**src/rtl/onehot_decoder_hold.sv**
```systemverilog
// onehot_decoder_hold
//   Registered binary-to-one-hot decoder with a valid/ready input handshake.
//   An accepted legal code k (1..MAX_CODE) drives decoder_out[k] for HOLD
//   cycles, followed by one all-zero GAP cycle. Code 0 is consumed silently.
//   Codes above MAX_CODE are consumed and flagged with a one-cycle err pulse.
//
//   Optional build macro: DECODER_SKID_EN
//     Adds a one-entry skid register so a new code can be accepted during
//     HOLD/GAP and started directly at GAP exit. Without it, codes are
//     accepted only in IDLE.
//
// Parameters
//   WIDTH     code width; decoder_out is 2**WIDTH bits
//   MAX_CODE  highest legal code
//   HOLD      cycles each one-hot output is held (1..255)
//
// Ports
//   clk          rising-edge clock
//   rst_n        asynchronous active-low reset
//   enable       block enable; low blocks acceptance and aborts a hold
//   binary_in    code to decode
//   in_valid     binary_in valid
//   in_ready     block can accept (combinational)
//   decoder_out  registered one-hot output
//   out_valid    decoder_out carries a code
//   err          one-cycle pulse for a rejected code
module onehot_decoder_hold #(
  parameter int WIDTH    = 4,
  parameter int MAX_CODE = 6,
  parameter int HOLD     = 3
) (
  input  logic                  clk,
  input  logic                  rst_n,
  input  logic                  enable,
  input  logic [WIDTH-1:0]      binary_in,
  input  logic                  in_valid,
  output logic                  in_ready,
  output logic [2**WIDTH-1:0]   decoder_out,
  output logic                  out_valid,
  output logic                  err
);

  localparam int OUT_W = 2**WIDTH;
  localparam int CNT_W = $clog2(HOLD + 1);
  localparam logic [WIDTH-1:0] MAX_C    = WIDTH'(MAX_CODE);
  localparam logic [CNT_W-1:0] HOLD_C   = CNT_W'(HOLD);
  localparam logic [CNT_W-1:0] CNT_ONE  = CNT_W'(1);

  typedef enum logic [1:0] {
    S_IDLE = 2'd0,
    S_HOLD = 2'd1,
    S_GAP  = 2'd2
  } state_t;

  state_t             state;
  state_t             state_nxt;
  logic [CNT_W-1:0]   cnt;
  logic [CNT_W-1:0]   cnt_nxt;
  logic [OUT_W-1:0]   dec_nxt;
  logic               out_valid_nxt;
  logic               err_nxt;

  logic               xfer;
  logic               take;
  logic [WIDTH-1:0]   take_code;
  logic               take_hold;
  logic               take_rej;

`ifdef DECODER_SKID_EN
  logic               skid_full;
  logic               skid_full_nxt;
  logic [WIDTH-1:0]   skid_code;
`endif

  function automatic logic [OUT_W-1:0] onehot(input logic [WIDTH-1:0] c);
    return OUT_W'(1) << c;
  endfunction

  // Ready is gated by rst_n so it drops the moment reset asserts.
  always_comb begin
    in_ready = 1'b0;
    unique case (state)
      S_IDLE:        in_ready = enable;
`ifdef DECODER_SKID_EN
      S_HOLD, S_GAP: in_ready = enable && !skid_full;
`endif
      default:       in_ready = 1'b0;
    endcase
    in_ready = in_ready && rst_n;
  end

  assign xfer = in_valid && in_ready;

  // Code handed to the decode step this cycle. In IDLE it is the live
  // transfer; at GAP exit it is the skid entry, or a transfer that arrives
  // during GAP while the skid is empty (passed straight through).
  always_comb begin
    take      = 1'b0;
    take_code = binary_in;
    if (state == S_IDLE) begin
      take = xfer;
    end
`ifdef DECODER_SKID_EN
    else if (state == S_GAP) begin
      take      = skid_full || xfer;
      take_code = skid_full ? skid_code : binary_in;
    end
`endif
  end

  assign take_hold = take && (take_code != '0) && (take_code <= MAX_C);
  assign take_rej  = take && (take_code > MAX_C);

  // ---- state register ----
  always_ff @(posedge clk or negedge rst_n) begin
    if (!rst_n) begin
      state <= S_IDLE;
    end else begin
      state <= state_nxt;
    end
  end

  // ---- next-state logic ----
  always_comb begin
    state_nxt = state;
    unique case (state)
      S_IDLE: if (take_hold) state_nxt = S_HOLD;
      S_HOLD: if (!enable || (cnt == CNT_ONE)) state_nxt = S_GAP;
      S_GAP:  state_nxt = take_hold ? S_HOLD : S_IDLE;
      default: state_nxt = S_IDLE;
    endcase
  end

  // ---- output / counter next values ----
  // The counter only decrements while staying in HOLD, which requires
  // cnt > 1, so it can never wrap.
  always_comb begin
    cnt_nxt       = '0;
    dec_nxt       = '0;
    out_valid_nxt = (state_nxt == S_HOLD);
    err_nxt       = take_rej;
    if (state_nxt == S_HOLD) begin
      if (state == S_HOLD) begin
        cnt_nxt = cnt - CNT_ONE;
        dec_nxt = decoder_out;
      end else begin
        cnt_nxt = HOLD_C;
        dec_nxt = onehot(take_code);
      end
    end
  end

  // ---- output register ----
  always_ff @(posedge clk or negedge rst_n) begin
    if (!rst_n) begin
      cnt         <= '0;
      decoder_out <= '0;
      out_valid   <= 1'b0;
      err         <= 1'b0;
    end else begin
      cnt         <= cnt_nxt;
      decoder_out <= dec_nxt;
      out_valid   <= out_valid_nxt;
      err         <= err_nxt;
    end
  end

`ifdef DECODER_SKID_EN
  // Skid fills only from a HOLD-time transfer; dropping enable in HOLD
  // discards it, and GAP always empties it (consumed at GAP exit).
  always_comb begin
    skid_full_nxt = 1'b0;
    if (state == S_HOLD) begin
      skid_full_nxt = enable && (skid_full || xfer);
    end
  end

  always_ff @(posedge clk or negedge rst_n) begin
    if (!rst_n) begin
      skid_full <= 1'b0;
    end else begin
      skid_full <= skid_full_nxt;
    end
  end

  always_ff @(posedge clk) begin
    if ((state == S_HOLD) && xfer) begin
      skid_code <= binary_in;
    end
  end
`endif

endmodule

```
**config.mk**
```make
export PLATFORM = sky130hd
export DESIGN_NAME = onehot_decoder_hold
export DESIGN_NICKNAME = d
export VERILOG_FILES = /design/src/rtl/onehot_decoder_hold.sv
export SDC_FILE = /design/constraint.sdc
export NUM_CORES = 1
export LEC_CHECK = 0
export BUFFER_PORTS_ARGS = -buffer_cell sky130_fd_sc_hd__buf_2
export CAP_MARGIN = 20
export CORE_UTILIZATION = 40
export DETAILED_ROUTE_END_ITERATION = 6
export HOLD_SLACK_MARGIN = 0.15
export PLACE_DENSITY = 0.7
export SLEW_MARGIN = 15
export SYNTH_ARGS = -nofsm -noshare
export SYNTH_HDL_FRONTEND = slang
export SYNTH_SLANG_ARGS = --single-unit
```
**constraint.sdc**
```tcl
create_clock -name clk -period 1.9 [get_ports clk]
set_input_delay 0.19 -clock clk [delete_from_list [all_inputs] [get_ports clk]]
set_output_delay 0.19 -clock clk [all_outputs]
set_load 0.01 [all_outputs]
```
==> flow_metrics.tcl <==
set metrics [dict create \
    status "complete, no violations" \
    via_per_inst 4.94 \
    p_leak_uw 0.000614 \
    io_pins 27 \
    crit_chain "dlygate4sd3_1 -> buf_2 -> and4bb_2 -> buf_2" \
    cts_root_buffer "clkbuf_4" \
    fin_crit_ns 1.49 \
    max_stage_delay_ns 0.52 \
    grt_pass1_vias 661 \
    grt_first_pass_wirelength_um 2860 \
    drc 0 \
    dieArea_mm2 0.00236 \
    crit_path_end "in_ready" \
    die_y_um 48.6 \
    die_w_um 48.6 \
    portBuffers 26 \
    grt_start_max_net_pins 23 \
    fin_crit_sh_pct 78.2 \
    r2r-end "decoder_out[1]$_DFFE_PN0P_" \
    vias 637 \
    peakVddDrop_mv 0.377 \
    cp-startpoint "rst_n" \
    rsz0062_at_grt "no" \
    setup_violations 0 \
    ys_ff_latch 22 \
    r2r-start "cnt[0]$_DFF_PN0_" \
    finalPower_uw 900 \
    cp_data_arrival_time_ns 1.30 \
    min_path_type "primary input to flip-flop" \
    clockBufferDepth 2 \
    dp_slack_ns 0.441 \
    synth-async-reset-ratio_pct 100 \
    critical_path_buf_inv_count 3 \
    stdcell_count 129 \
    postCtsResizedCells 0 \
    swShare_pct 20.3 \
    pwr_density_cell_mw_per_mm2 799 \
    hpwl_um 1140 \
    clk_latency_ns 0.30 \
    cts_tree "built" \
    fmax_mhz 673 \
    drv_slew 0 \
    yosysWarnings 0 \
    syn-num-nets 78 \
    seq_area_frac_synth_pct 63.3 \
    core_mm2 0.00200 \
    cts.clk_slew.worst_paths_ns 0.12 \
    cts_buffers 3 \
    hold_viol_final 0 \
    nNetsFinal 112 \
    synth_edf_count 0 \
    worst_slack_ns 0.414 \
    synthMostInstantiatedCell "dfrtp_1" \
    synth_top_area_share_pct 63.3 \
    critPathSlowestCell "dlygate4sd3_1" \
    drtIter0Drc 6 \
    required_ns 1.71 \
    htreeDepth 1 \
    synth_top_cell_by_area "dfrtp_1" \
    synth_ff_type "dfrtp_1" \
    dp.cells 121 \
    pwr-share-clk_pct 39.3 \
    drtPass1Iterations 4 \
    setup-tns-final_ns 0 \
    synthTopCellsByCount "dfrtp_1, and2_1, nand2_1" \
    wl_um 1610 \
    multi_input_area_um2 293 \
    slew_headroom_pct 77.9 \
    fin_skew_ns 0.00210 \
    syn-cell-area_um2 870 \
    p_int_uw 717 \
    worstRegToRegCells 5 \
    endpoint_kind "output pin" \
    seq_power_share_pct 53.1 \
    synthCells 69 \
    reg2reg_slack_ns 0.43 \
    path_max_fanout 7 \
    crit_cells 4 \
    diodes 0 \
    cp_common_cell "buf_2" \
    ff_latch_area_um2 551 \
    start_util_pct 43.4 \
    cts_num_sinks 22 \
    comb_power_share_pct 7.6 \
    drive_gt1_share_pct 35.3 \
    switchingPower_uw 183 \
    synthTopCellsByArea "dfrtp_1, and2_1, nand2_1" \
    row_count 16 \
    routabilityCongestion 0.752 \
    antenna_found_initial 0 \
    ys_types 27 \
    ant_nets 0 \
    path_class "primary input to output pin" \
    grt-ovfl-total 0 \
    synth.avg_cell_area_um2 12.6 \
    startpoint_type "primary input" \
    path_delay_family "buffers and inverters" \
    worstMarginPinSlew_ns 0.327 \
    fillers 174 \
    synthToLayoutAreaGrowth_pct 29.5 \
    wire_per_inst_um 12.5 \
    max_cap_viol_count 0 \
    grt_use_total_pct 16.0 \
]
## worst min-delay path by stage
stage          cells after the start                         end  slack [ns]    startpoint
2_1_floorplan                      0            cnt[0]$_DFF_PN0_       -0.11         rst_n
3_3_place_gp                       2  decoder_out[6]$_DFFE_PN0P_        0.20         rst_n
3_5_place_dp                       2         out_valid$_DFF_PN0_        0.21         rst_n
4_1_cts                            3  decoder_out[5]$_DFFE_PN0P_        0.16  binary_in[0]
5_1_grt                            3  decoder_out[5]$_DFFE_PN0P_        0.18  binary_in[0]
6_report                           3  decoder_out[5]$_DFFE_PN0P_        0.18  binary_in[0]
## final cells by class
| type | count | share of cell area, % |
|---|---|---|
| Tap cell | 27 | 3.00 |
| Inverter | 3 | 1.00 |
| Sequential cell | 22 | 48.9 |
| Timing Repair Buffer | 32 | 16.4 |
| Clock inverter | 1 | 2.67 |
| Clock buffer | 3 | 2.00 |
| Multi-Input combinational cell | 41 | 26.0 |
## worst min-delay path: stages
cell     delay, ns
buf_2         0.13
nand2_1       0.06
o31ai_1       0.07
## state kept, by name, indices dropped and copies added (netlist names)
name / flops
out_valid: 1
cnt: 2
err: 1
state: 2
decoder_out: 16
## cells by family (layout without fill, tap and decap cells)
kind of cell,after synthesis,after routing,synth area share [%]
simple gates,28,28,20.0
fa+ha+maj,1,1,1.44
compound gates,12,12,11.5
flops,22,22,63.3
buf+inv,6,39,3.74
## through the flow
step                instance area, µm²  hold WS (ns)  utilization [%]
finish                            1130         0.176             56.3
global route                      1130         0.177             56.3
CTS                               1130         0.161             56.3
detailed placement                1030         0.209             51.6
global placement                  1030         0.198             51.6
floorplan                          870        -0.106                -
## routing by layer
layer | track usage, % | part of all wire [%] | routed length, µm
met4 | 8.82 | 0.93 | 15
met1 | 19.0 | 46 | 749
met3 | 2.83 | 4.2 | 67
met5 | 0 | 0 | 0
met2 | 27.3 | 48 | 782
## power by group through the flow
stage | Clock (µW) | Combinational [µW] | Sequential (µW)
finish | 353 | 68.4 | 478
global route | 385 | 76.6 | 479
global placement | 0 | 61.9 | 487
CTS | 364 | 69.3 | 478
detailed placement | 0 | 62.1 | 487
floorplan | 0 | 30.3 | 488
## what timing repair did
item	in CTS	in global routing
hold buffers	4	0
setup buffers	0	0
endpoints found under the hold margin	25	0
## layout by cell type (no fill, tap or decap), drive strengths merged, types with 2 or more instances in the layout
cell type    instances
buf                 28
dfrtp               22
and2                10
nand2                6
dlygate4sd3          4
inv                  3
clkbuf               3
a41o                 2
nand2b               2
a32o                 2
o21ai                2
Note: power is estimated with default switching activity, not from simulation.
